## config.mk

```make
export PLATFORM = sky130hd
export DESIGN_NAME = instruction_fetch
export DESIGN_NICKNAME = d
export VERILOG_FILES = /design/src/rtl/instruction_fetch_pkg.sv /design/src/rtl/instruction_fetch.sv
export SDC_FILE = /design/constraint.sdc
export NUM_CORES = 1
export LEC_CHECK = 0
export ABC_AREA = 1
export CAP_MARGIN = 20
export CORE_MARGIN = 2
export CORE_UTILIZATION = 40
export CTS_CLUSTER_DIAMETER = 60
export DETAILED_ROUTE_END_ITERATION = 8
export GPL_ROUTABILITY_DRIVEN = 0
export HOLD_SLACK_MARGIN = 0.06
export PLACE_DENSITY = 0.74
export SLEW_MARGIN = 25
export SYNTH_ARGS = -nofsm -noshare
export SYNTH_HDL_FRONTEND = slang
export SYNTH_SLANG_ARGS = --single-unit
```

## constraint.sdc

```tcl
create_clock -name clk -period 2.2 [get_ports clk]
set_input_delay 0.33 -clock clk [delete_from_list [all_inputs] [get_ports clk]]
set_output_delay 0.33 -clock clk [all_outputs]
set_load 0.005 [all_outputs]
```

## src/rtl/instruction_fetch_pkg.sv

```systemverilog
// Shared types and constants for the instruction fetch stage.
// Optional feature macro: IFETCH_MISALIGN_CHECK_EN (see instruction_fetch.sv).
package instruction_fetch_pkg;

  typedef enum logic [1:0] {
    S_RESET = 2'd0,
    S_FETCH = 2'd1,
    S_HOLD  = 2'd2,
    S_FAULT = 2'd3
  } state_t;

  localparam logic [31:0] NOP_INSTR        = 32'h0000_0013;
  localparam logic [31:0] DEFAULT_RESET_PC = 32'h0000_0000;
  localparam logic [31:0] ALIGN_MASK       = 32'hFFFF_FFFC;

endpackage

```

## src/rtl/instruction_fetch.sv

```systemverilog
// Instruction fetch: one word per request, registered handoff to decode.
// Define IFETCH_MISALIGN_CHECK_EN to trap misaligned redirects in S_FAULT.
module instruction_fetch
  import instruction_fetch_pkg::*;
#(
  parameter logic [31:0] RESET_PC = DEFAULT_RESET_PC
) (
  input  logic        clk,
  input  logic        reset,
  output logic        imem_req,
  output logic [31:0] imem_addr,
  input  logic        imem_ready,
  input  logic [31:0] imem_rdata,
  input  logic        redirect_valid,
  input  logic [31:0] redirect_target,
  output logic        out_valid,
  input  logic        out_ready,
  output logic [31:0] out_instr,
  output logic [31:0] out_pc,
  output logic [31:0] out_pc_plus4,
  output logic        fault
);

  state_t      state_q, state_d;
  logic [31:0] pc_q, pc_d;
  logic [31:0] out_instr_q, out_instr_d;
  logic [31:0] out_pc_q, out_pc_d;
  logic [31:0] tgt;
  logic        misaligned;

`ifdef IFETCH_MISALIGN_CHECK_EN
  assign tgt        = redirect_target;
  assign misaligned = redirect_target[1:0] != 2'b00;
`else
  assign tgt        = redirect_target & ALIGN_MASK;
  assign misaligned = 1'b0;
`endif

  always_ff @(posedge clk) begin
    if (reset) begin
      state_q     <= S_RESET;
      pc_q        <= RESET_PC;
      out_instr_q <= NOP_INSTR;
      out_pc_q    <= RESET_PC;
    end else begin
      state_q     <= state_d;
      pc_q        <= pc_d;
      out_instr_q <= out_instr_d;
      out_pc_q    <= out_pc_d;
    end
  end

  // Redirect wins over memory return and downstream handshake alike.
  always_comb begin
    state_d     = state_q;
    pc_d        = pc_q;
    out_instr_d = out_instr_q;
    out_pc_d    = out_pc_q;
    unique case (state_q)
      S_RESET: state_d = S_FETCH;
      S_FETCH: begin
        if (redirect_valid) begin
          if (misaligned) begin
            state_d = S_FAULT;
          end else begin
            state_d = S_FETCH;
            pc_d    = tgt;
          end
        end else if (imem_ready) begin
          out_instr_d = imem_rdata;
          out_pc_d    = pc_q;
          state_d     = S_HOLD;
        end
      end
      S_HOLD: begin
        if (redirect_valid) begin
          if (misaligned) begin
            state_d = S_FAULT;
          end else begin
            state_d = S_FETCH;
            pc_d    = tgt;
          end
        end else if (out_ready) begin
          pc_d    = pc_q + 32'd4;
          state_d = S_FETCH;
        end
      end
      S_FAULT: state_d = S_FAULT;
      default: state_d = S_RESET;
    endcase
  end

  always_comb begin
    imem_req     = state_q == S_FETCH;
    imem_addr    = pc_q;
    out_valid    = state_q == S_HOLD;
    out_instr    = out_instr_q;
    out_pc       = out_pc_q;
    out_pc_plus4 = out_pc_q + 32'd4;
`ifdef IFETCH_MISALIGN_CHECK_EN
    fault        = state_q == S_FAULT;
`else
    fault        = 1'b0;
`endif
  end

endmodule

```

==> impl_metrics.json, run 1 <==
{
  "status": "finished, violations left",
  "violations": "setup timing",
  "route.detailed.drc": 0,
  "path_class": "flip-flop to output pin",
  "path_cells": "ha_4 -> nand3_2 -> nor2_2 -> nand2_1 -> nor2_2 -> nand2_2 -> nor2_4 -> buf_4 -> buf_4 -> xor2_1 -> buf_2",
  "clock_latency_ns": 0.34,
  "ioPinCount": 200,
  "worst_ep_arrival_time_ns": 1.95,
  "syn_inst": 787,
  "htree_levels": 3,
  "sw_frac_of_total": 0.2729,
  "cts_tree": "built",
  "place_inst": 1179,
  "fin_crit_ns": 2.285,
  "fp.coreArea_um2": 12570,
  "syn_area_um2": 5147,
  "ir_drop_uv": 411.2,
  "skew_ns": 0.007942,
  "num_rows": 41,
  "ys_ff_latch": 94,
  "worstPathRequired_ns": 1.87,
  "nets": 1101,
  "first_pass_iters": 5,
  "fp.dieH_um": 117.4,
  "power_per_cell_area_nw_per_um2": 538.1,
  "slowest_delay_ns": 0.36,
  "track_usage": 0.2441,
  "grt_overflow": 0,
  "rsz0062_at_grt": "true",
  "finalCritPeriodShare": 1.038,
  "holdWs_ns": 0.4579,
  "fin_ws_ns": -0.08457,
  "clk_root_buffer_cell": "clkbuf_16",
  "finalHoldViolations": 0,
  "max_freq_ghz": 0.4377,
  "initial_core_util": 0.4096,
  "syn-mean-instance-area_um2": 6.541,
  "grt_start_max_net_pins": 68,
  "fp.dieW_um": 117.4,
  "cp-end-kind": "output pin",
  "synth_ff_type": "dfxtp_1",
  "drive_gt1_frac": 0.1681,
  "grt_pass1_wl_um": 27740,
  "synth-edff-count": 0,
  "final_cell_mix": "nand2_1 (186), clkdlybuf4s50_1 (166), nor2_1 (117)",
  "cts_buffer_depth": 2,
  "port_buffers": 190,
  "final_common_cell": "nand2_1",
  "viasPerCell": 4.937,
  "numCtsBuffers": 9,
  "avgRoutedWirePerCell_um": 14.19,
  "grt_pass1_vias": 5499,
  "drv_cap": 0,
  "clkSinkCount": 94,
  "routed_wl_um": 17130,
  "hp-class": "flip-flop to flip-flop",
  "synthArstFlopShare": 0,
  "cp_slowest_cell": "dfxtp_2",
  "p_clk_frac": 0.371,
  "drtIter0Drc": 471,
  "area_growth_pct": 58.73,
  "p_total_mw": 4.396,
  "vias": 5959,
  "fillers": 1098,
  "p_int_mw": 3.197,
  "cp_max_fo": 3,
  "yosysWarnings": 0,
  "place_hpwl_um": 12710,
  "leakage_nw": 3.205,
  "cp-start-kind": "flip-flop",
  "ant_nets": 0,
  "critPathBufInv": 3,
  "diodes": 0,
  "cpLargestDelayFamily": "simple AND/OR/NAND/NOR gates",
  "ys_seq_area_frac": 0.3656,
  "antenna_found_initial": 0,
  "synth_cell_types": 39,
  "final_cells": 1207,
  "die_area_um2": 13790,
  "p_seq_frac": 0.436,
  "clk_pin_slew_ns": 0.08,
  "setup_viol": 4,
  "slew_viol_final": 0,
  "p_comb_frac": 0.192,
  "p_sw_mw": 1.200
}
-- what timing repair did --
action                                  4_1_cts  5_1_grt
endpoints found under the setup margin       25       17
gates cloned                                  0        0
hold buffers                                  0        0
pin swaps                                    14       13
gates resized for setup                      79       29
buffers inserted                             11        1
-- layer usage --
layer  global-route usage  vias to the layer above  share of wire
met1               0.3296                     2648           0.44
met3              0.03405                       26          0.067
met2               0.4031                      239           0.47
met4              0.07831                        0          0.020
met5                    0                        -              0
li1                     -                     3046              -
-- synthesized netlist by cell type (2+ instances only) --
cell	number	area, µm²
a211oi_1	2	15.01
a21oi_1	60	300.3
a31oi_1	2	12.51
buf_1	2	7.510
buf_2	17	85.08
buf_4	12	90.09
clkbuf_1	10	37.54
clkinv_1	2	7.510
dfxtp_1	94	1882
ha_1	2	25.02
inv_1	46	172.7
inv_2	7	26.28
nand2_1	193	724.4
nand2_2	3	18.77
nand3_1	39	195.2
nand4_1	13	81.33
nor2_1	126	473.0
nor2_2	9	56.30
nor3_1	10	50.05
nor4_1	2	12.51
o21a_1	16	120.1
o21ai_0	20	100.1
o21ai_1	58	290.3
or2_2	2	12.51
xnor2_1	9	78.83
xor2_1	18	157.7
-- worst min-delay path: cells and delay by family (launching register included) --
kind,cells,cell delay (ns)
AND/OR/NAND/NOR,2,0.10
flip-flops,1,0.33
-- flip-flops by register name (all words and copies together) (netlist names) --
register   cells
state_q        2
out_instr     32
out_pc        30
imem_addr     30
-- per-stage QoR --
stage | worst slack (ns) | cell area (µm²) | TNS (ns) | util
6_report | -0.08457 | 8170 | -0.2514 | 0.6501
5_1_grt | -0.1987 | 8170 | -0.9121 | 0.6501
4_1_cts | -0.1428 | 8117 | -0.5443 | 0.6458
3_5_place_dp | -0.06852 | 7606 | -0.1400 | 0.6052
3_3_place_gp | -0.006986 | 7606 | -0.006986 | 0.6052
2_1_floorplan | 0.4364 | 5170 | 0 | -
-- final timing paths --
| check | slack [ns] | cells after the start | endpoint | startpoint |
|---|---|---|---|---|
| worst min register to register | 0.46 | 2 | out_instr[1] | out_instr[1] |
| worst max-delay path | -0.08 | 11 | out_pc_plus4[24] | out_pc[2] |
| worst max register to register | 0.44 | 10 | imem_addr[28] | imem_addr[3] |
| worst min-delay path | 0.46 | 2 | out_instr[1] | out_instr[1] |
-- cell families after synthesis --
logic type      Yosys count  share of synthesized area
compound gates          161                     0.1672
xor+xnor                 27                    0.04594
fa+ha+maj                 2                   0.004861
buf+inv                  97                    0.08508
flops                    94                     0.3656
other cells               1                  0.0007285
simple gates            405                     0.3306
-- cell type report --
type                            count  area [µm²]  area share
Clock buffer                        9       225.2     0.02757
Clock inverter                      7       87.58     0.01072
Inverter                           55       209.0     0.02557
Multi-Input combinational cell    602        3033      0.3712
Sequential cell                    94        1901      0.2326
Tap cell                          172       215.2     0.02634
Timing Repair Buffer              268        2500      0.3060
-- power by group through the flow --
| stage | sequential (mW) | clock [mW] | combinational, mW |
|---|---|---|---|
| 2_1_floorplan | 1.95 | 0 | 0.324 |
| 3_3_place_gp | 1.95 | 0 | 0.837 |
| 3_5_place_dp | 1.95 | 0 | 0.846 |
| 4_1_cts | 1.91 | 1.65 | 0.845 |
| 5_1_grt | 1.94 | 1.72 | 0.922 |
| 6_report | 1.92 | 1.63 | 0.845 |
Note: power is estimated with default switching activity, not from simulation.
==> inputs of run 2 (changes only) <==
- SLEW_MARGIN: 25 -> not set
==> results of run 2 <==
The final DEF is identical to that of run 1; final timing and power are the same.
